===== config.mk =====
export PLATFORM = sky130hd
export DESIGN_NAME = alu_ctrl_mc
export DESIGN_NICKNAME = d
export VERILOG_FILES = /design/src/rtl/alu_pkg.sv /design/src/rtl/alu_decode.sv /design/src/rtl/alu_ctrl_mc.sv
export SDC_FILE = /design/constraint.sdc
export NUM_CORES = 1
export LEC_CHECK = 0
export ABC_AREA = 1
export CORE_AREA = 2 2 50 52
export CTS_CLUSTER_SIZE = 20
export DETAILED_ROUTE_END_ITERATION = 12
export DIE_AREA = 0 0 52 54
export GPL_ROUTABILITY_DRIVEN = 0
export PLACE_DENSITY = 0.83
export SYNTH_ARGS = -nofsm -noshare
export SYNTH_HDL_FRONTEND = slang
export SYNTH_SLANG_ARGS = --single-unit

===== constraint.sdc =====
create_clock -name clk_i -period 1.5 [get_ports clk_i]
set_input_delay 0.15 -clock clk_i [delete_from_list [all_inputs] [get_ports clk_i]]
set_output_delay 0.15 -clock clk_i [all_outputs]
set_load 0.005 [all_outputs]

===== src/rtl/alu_pkg.sv =====
// alu_pkg: shared constants for the ALU control unit.
//   - ALU_* : 4-bit ALU control codes driven on ALUCtrl_o
//   - FN_*  : 10-bit {funct7, funct3} patterns for R-type (ALUOp 10)
//   - F3_*  : funct3 patterns used by I-type, load/store and branch
//   - state_e : control FSM states
package alu_pkg;

    localparam logic [3:0] ALU_AND = 4'b0000;
    localparam logic [3:0] ALU_OR  = 4'b0001;
    localparam logic [3:0] ALU_ADD = 4'b0010;
    localparam logic [3:0] ALU_SUB = 4'b0110;
    localparam logic [3:0] ALU_SLT = 4'b0111;
    localparam logic [3:0] ALU_XOR = 4'b1000;
    localparam logic [3:0] ALU_MUL = 4'b1001;
    localparam logic [3:0] ALU_SLL = 4'b1010;
    localparam logic [3:0] ALU_NOP = 4'b1011;
    localparam logic [3:0] ALU_SRL = 4'b1100;
    localparam logic [3:0] ALU_DIV = 4'b1101;
    localparam logic [3:0] ALU_SRA = 4'b1111;

    localparam logic [9:0] FN_AND = 10'b0000000_111;
    localparam logic [9:0] FN_OR  = 10'b0000000_110;
    localparam logic [9:0] FN_XOR = 10'b0000000_100;
    localparam logic [9:0] FN_SLL = 10'b0000000_001;
    localparam logic [9:0] FN_SRL = 10'b0000000_101;
    localparam logic [9:0] FN_SRA = 10'b0100000_101;
    localparam logic [9:0] FN_SLT = 10'b0000000_010;
    localparam logic [9:0] FN_ADD = 10'b0000000_000;
    localparam logic [9:0] FN_SUB = 10'b0100000_000;
    localparam logic [9:0] FN_MUL = 10'b0000001_000;
    localparam logic [9:0] FN_DIV = 10'b0000001_100;

    localparam logic [2:0] F3_ADD = 3'b000;
    localparam logic [2:0] F3_SLL = 3'b001;
    localparam logic [2:0] F3_LW  = 3'b010;
    localparam logic [2:0] F3_XOR = 3'b100;
    localparam logic [2:0] F3_SR  = 3'b101;
    localparam logic [2:0] F3_OR  = 3'b110;
    localparam logic [2:0] F3_AND = 3'b111;

    typedef enum logic {
        ST_IDLE = 1'b0,
        ST_BUSY = 1'b1
    } state_e;

endpackage


===== src/rtl/alu_decode.sv =====
// alu_decode: purely combinational decode of {funct7, funct3} and ALUOp
// into an ALU control code.
//   funct_i   [9:0] : {funct7, funct3}
//   ALUOp_i   [1:0] : 00 load/store, 01 branch, 10 R-type, 11 I-type
//   code_o    [3:0] : ALU control code (NOP when illegal)
//   multi_o         : code is a multi-cycle operation (MUL/DIV)
//   illegal_o       : funct/ALUOp combination is not decodable
module alu_decode
    import alu_pkg::*;
(
    input  logic [9:0] funct_i,
    input  logic [1:0] ALUOp_i,
    output logic [3:0] code_o,
    output logic       multi_o,
    output logic       illegal_o
);

    logic [2:0] funct3;
    assign funct3 = funct_i[2:0];

    always_comb begin
        code_o    = ALU_NOP;
        illegal_o = 1'b0;
        case (ALUOp_i)
            2'b10: begin
                case (funct_i)
                    FN_AND:  code_o = ALU_AND;
                    FN_OR:   code_o = ALU_OR;
                    FN_XOR:  code_o = ALU_XOR;
                    FN_SLL:  code_o = ALU_SLL;
                    FN_SRL:  code_o = ALU_SRL;
                    FN_SRA:  code_o = ALU_SRA;
                    FN_SLT:  code_o = ALU_SLT;
                    FN_ADD:  code_o = ALU_ADD;
                    FN_SUB:  code_o = ALU_SUB;
                    FN_MUL:  code_o = ALU_MUL;
                    FN_DIV:  code_o = ALU_DIV;
                    default: illegal_o = 1'b1;
                endcase
            end
            2'b11: begin
                // Immediate forms ignore funct7 except bit 8 (arithmetic shift).
                case (funct3)
                    F3_ADD:  code_o = ALU_ADD;
                    F3_AND:  code_o = ALU_AND;
                    F3_OR:   code_o = ALU_OR;
                    F3_XOR:  code_o = ALU_XOR;
                    F3_SLL:  code_o = ALU_SLL;
                    F3_SR:   code_o = funct_i[8] ? ALU_SRA : ALU_SRL;
                    default: illegal_o = 1'b1;
                endcase
            end
            2'b00: begin
                case (funct3)
                    F3_LW:   code_o = ALU_ADD;
                    F3_ADD:  code_o = ALU_NOP;
                    default: illegal_o = 1'b1;
                endcase
            end
            default: begin
                // Branches compare by subtraction; other funct3 values are harmless NOPs.
                code_o = (funct3 == F3_ADD) ? ALU_SUB : ALU_NOP;
            end
        endcase
    end

    assign multi_o = (code_o == ALU_MUL) || (code_o == ALU_DIV);

endmodule


===== src/rtl/alu_ctrl_mc.sv =====
// alu_ctrl_mc: registered ALU control unit with multi-cycle MUL/DIV support.
//   clk_i, rst_i (async, active-low)
//   valid_i, funct_i[9:0], ALUOp_i[1:0], flush_i : instruction in
//   ALUCtrl_o[CTRL_W-1:0] : registered control code
//   valid_o   : ALUCtrl_o carries a newly accepted operation
//   stall_o   : multi-cycle operation in progress (BUSY)
//   done_o    : one-cycle pulse when a multi-cycle operation finishes
//   illegal_o : one-cycle pulse when an undecodable operation is accepted
module alu_ctrl_mc
    import alu_pkg::*;
#(
    parameter int MUL_LAT = 3,
    parameter int DIV_LAT = 32,
    parameter int CTRL_W  = 4
) (
    input  logic              clk_i,
    input  logic              rst_i,
    input  logic              valid_i,
    input  logic [9:0]        funct_i,
    input  logic [1:0]        ALUOp_i,
    input  logic              flush_i,
    output logic [CTRL_W-1:0] ALUCtrl_o,
    output logic              valid_o,
    output logic              stall_o,
    output logic              done_o,
    output logic              illegal_o
);

    localparam int MAX_LAT = (MUL_LAT > DIV_LAT) ? MUL_LAT : DIV_LAT;
    localparam int CNT_W   = $clog2(MAX_LAT) + 1;
    localparam logic [CNT_W-1:0] MUL_LOAD = CNT_W'(MUL_LAT - 1);
    localparam logic [CNT_W-1:0] DIV_LOAD = CNT_W'(DIV_LAT - 1);
    localparam logic [CNT_W-1:0] CNT_ONE  = CNT_W'(1);

    logic [3:0] dec_code;
    logic       dec_multi;
    logic       dec_illegal;

    alu_decode u_decode (
        .funct_i   (funct_i),
        .ALUOp_i   (ALUOp_i),
        .code_o    (dec_code),
        .multi_o   (dec_multi),
        .illegal_o (dec_illegal)
    );

    state_e             state_q,   state_d;
    logic [CNT_W-1:0]   cnt_q,     cnt_d;
    logic [CTRL_W-1:0]  ctrl_q,    ctrl_d;
    logic               valid_q,   valid_d;
    logic               done_q,    done_d;
    logic               illegal_q, illegal_d;

    always_comb begin
        state_d   = state_q;
        cnt_d     = cnt_q;
        ctrl_d    = ctrl_q;
        valid_d   = 1'b0;
        done_d    = 1'b0;
        illegal_d = 1'b0;
        case (state_q)
            ST_IDLE: begin
                cnt_d = '0;
                if (valid_i && !flush_i) begin
                    ctrl_d    = CTRL_W'(dec_code);
                    valid_d   = 1'b1;
                    illegal_d = dec_illegal;
                    // A latency of 1 completes like any single-cycle op.
                    if (dec_multi && (dec_code == ALU_MUL) && (MUL_LAT > 1)) begin
                        state_d = ST_BUSY;
                        cnt_d   = MUL_LOAD;
                    end else if (dec_multi && (dec_code == ALU_DIV) && (DIV_LAT > 1)) begin
                        state_d = ST_BUSY;
                        cnt_d   = DIV_LOAD;
                    end
                end else begin
                    ctrl_d = CTRL_W'(ALU_NOP);
                end
            end
            ST_BUSY: begin
                if (flush_i) begin
                    state_d = ST_IDLE;
                    cnt_d   = '0;
                    ctrl_d  = CTRL_W'(ALU_NOP);
                end else if (cnt_q <= CNT_ONE) begin
                    // Also catches a zero count so the counter can never wrap.
                    state_d = ST_IDLE;
                    cnt_d   = '0;
                    done_d  = 1'b1;
                end else begin
                    cnt_d = cnt_q - CNT_ONE;
                end
            end
            default: begin
                state_d = ST_IDLE;
                cnt_d   = '0;
            end
        endcase
    end

    always_ff @(posedge clk_i or negedge rst_i) begin
        if (!rst_i) begin
            state_q   <= ST_IDLE;
            cnt_q     <= '0;
            ctrl_q    <= CTRL_W'(ALU_NOP);
            valid_q   <= 1'b0;
            done_q    <= 1'b0;
            illegal_q <= 1'b0;
        end else begin
            state_q   <= state_d;
            cnt_q     <= cnt_d;
            ctrl_q    <= ctrl_d;
            valid_q   <= valid_d;
            done_q    <= done_d;
            illegal_q <= illegal_d;
        end
    end

    assign ALUCtrl_o = ctrl_q;
    assign valid_o   = valid_q;
    assign stall_o   = (state_q == ST_BUSY);
    assign done_o    = done_q;
    assign illegal_o = illegal_q;

endmodule

==> flow_summary.ini <==
[status]
status = finished, final reports clean

[grt]
gr-usage-met1_pct = 19.42
grt_use_met3_pct = 3.611
grt_pass1_wl_mm = 4.174
gr-usage-all-layers_pct = 19.98
use_met2_pct = 40.93
grt_pass1_vias = 1038
grt_max_degree = 15
grt_remaining_overflow = 0
grt_busiest_layer = met2
antenna_found_initial = 0

[timing]
period_needed_ns = 1.459
slew_violations = 0
tightest_slew_ns = 0.3410
period_share_pct = 97.27
finalSetupViolations = 0
relSlewSlack_pct = 77.07
fmax_ghz = 0.6854
fin_ws_ns = 0.04092
hold_viol = 0
finClkSkew_ns = 0.01337

[placement]
io_buffers = 23
pre_cts_ws_ns = -0.4043
placed_cell_area_um2 = 1428
hpwl_mm = 2.151

[worst_setup_path]
path_buf_inv = 1
crit_fanout = 2
crit_chain = clkdlybuf4s50_1
worstSetupPathType = reg2out
cp.arrival_ns = 1.31
max_stage_delay_ns = 0.53
crit_path_end_kind = output pin
crit_slowest_cell = dfstp_2
start_kind = flip-flop
cp_top_family = flip-flops
worstPathRequired_ns = 1.35

[floorplanning]
num_io_pins = 24
die_h_um = 54
core_area_um2 = 2320
die_w_um = 52
dieArea_um2 = 2808
initial_core_util_pct = 46.28
num_rows = 18

[flow_run]
maxCapViolCount = 0

[drt]
wl_per_cell_um = 12.36
drc = 0
ant_nets = 0
route.vias.total = 1128
drt_pass1_iterations = 4
avgViaCountPerCell = 5.104
wirelength_mm = 2.731
drt-initial-drc-count = 26

[cells_and_area]
postLayoutCellArea_um2 = 1578
area_growth_pct = 46.97
antenna_cells = 0
fillCellCount = 192
regArea_um2 = 354.1
drive_gt1_share_pct = 29.84
multi_input_area_um2 = 714.4
final_net_count = 210

[clocking]
cts.clk_slew.worst_paths_ns = 0.09
hold_buffers = 0
cts_root_buf = clkbuf_4
htree_num_levels = 1
clkLatencyLatePin_ns = 0.29
cts-buffers-inserted = 3
cts_sinks = 14
cts_buffer_depth = 2
cts_tree = yes

[power_and_ir_drop]
power.density_nw_per_um2 = 522.4
vdd_drop_max_mv = 0.3831
p_leak_nw = 0.8784

[synthesis]
syn_inst = 151
synth_seq_area_share_pct = 32.98
avgSynthCellArea_um2 = 7.109
synth_nets = 169
netlist-cell-type-count = 29
yosys_warnings = 0
synth_area_um2 = 1074
ys_seq_elements = 14

[hold_path]
hold_class = in2async
[layout by cell type (no fill, tap or decap), types with 3 or more instances in the layout]
cell type,instances
dlymetal6s2s_1,9
inv_1,17
nand2_4,3
clkdlybuf4s50_1,11
nand3_4,4
clkbuf_4,3
dlygate4sd2_1,3
buf_4,14
inv_2,4
dfstp_2,3
o21ai_1,4
dfrtp_1,11
nor2_1,19
nor2_2,7
nand3_1,8
xor2_1,3
nand2_1,30
nand2_2,7
nand3_2,3
o21ai_0,6
[Yosys cell counts]
cell      count  share of area [%]
a21boi_0      1               0.70
a21oi_1       1               0.47
a21oi_4       2                3.0
a22o_1        1               0.82
a31oi_1       1               0.58
and2_1        1               0.58
buf_6         1                1.0
clkinv_1      1               0.35
dfrtp_1      11                 26
dfstp_2       3                7.3
ha_1          2                2.3
inv_1        18                6.3
inv_2         3                1.0
inv_4         1               0.58
nand2_1      36                 13
nand2_2       4                2.3
nand3_1      10                4.7
nand3_2       5                4.7
nand4_4       1                2.0
nor2_1       25                8.7
nor2_2        2                1.2
nor2_8        1                1.9
nor3_1        3                1.4
o211ai_1      1               0.70
o21ai_0       7                3.3
o21ai_1       3                1.4
o21ai_2       1               0.82
o22ai_1       2                1.2
xor2_1        3                2.4
[cell families (layout without fill, tap and decap cells)]
kind of cell / after synthesis / count (layout) / synth area share [%]
compound gates: 20 / 20 / 12.94
xor+xnor: 3 / 3 / 2.448
fa+ha+maj: 2 / 2 / 2.331
buf+inv: 24 / 64 / 9.323
flops: 14 / 14 / 32.98
simple gates: 88 / 88 / 39.98
[worst paths after layout]
kind	slack [ns]	from	endpoint	cells past startpoint
max	0.04	ALUCtrl_o[3]	ALUCtrl_o[3]	1
min	0.17	rst_i	cnt_q[5]	2
max reg2reg	0.10	cnt_q[0]	cnt_q[3]	7
min reg2reg	0.51	ALUCtrl_o[2]	ALUCtrl_o[2]	1
max in group asynchronous	1.08	rst_i	ALUCtrl_o[3]	2
min in group clk_i	0.49	funct_i[0]	illegal_o	3
[layout make-up]
type / instances / share of cell area, %
repair buffers: 37 / 22.44
flip-flops and latches: 14 / 22.44
inverters: 23 / 5.789
clock buffers: 4 / 1.665
multi-input cells: 113 / 45.28
well taps: 30 / 2.379
[where the power goes]
part / internal (W) / switching (W) / total [W]
combinational: 0.0000960 / 0.000114 / 0.000210
clock: 0.000103 / 0.000120 / 0.000224
sequential: 0.000387 / 0.00000339 / 0.000390
[sequential cells by signal, summed over array words and instances (netlist names)]
signal	cells
stall_o	1
ALUCtrl_o	4
illegal_o	1
done_o	1
valid_o	1
cnt_q	6
[layer usage]
metal / wire, um / up-vias
met3: 92 / 8
met2: 1569 / 36
met4: 54 / 0
met5: 0 / -
li1: - / 563
met1: 1014 / 521
[stage by stage]
step	util, %	cells	power [W]	TNS [ns]	hold WS [ns]
floorplan	-	151	0.0004855	0	-0.1456
global route	68.02	221	0.0008662	-0.004673	0.1856
CTS	62.78	220	0.0008114	0	0.1871
finish	68.02	221	0.0008243	0	0.1739
global placement	61.54	216	0.0005850	-3.059	0.4749
detailed placement	61.54	216	0.0005931	-3.828	0.4910
[timing repair]
action                                  4_1_cts  5_1_grt
hold endpoints to repair                      0        0
pin swaps                                     1       15
setup buffers                                 0        1
endpoints found under the setup margin       10       12
resized for setup                             6       33
Power figures use the tool's default switching activity.
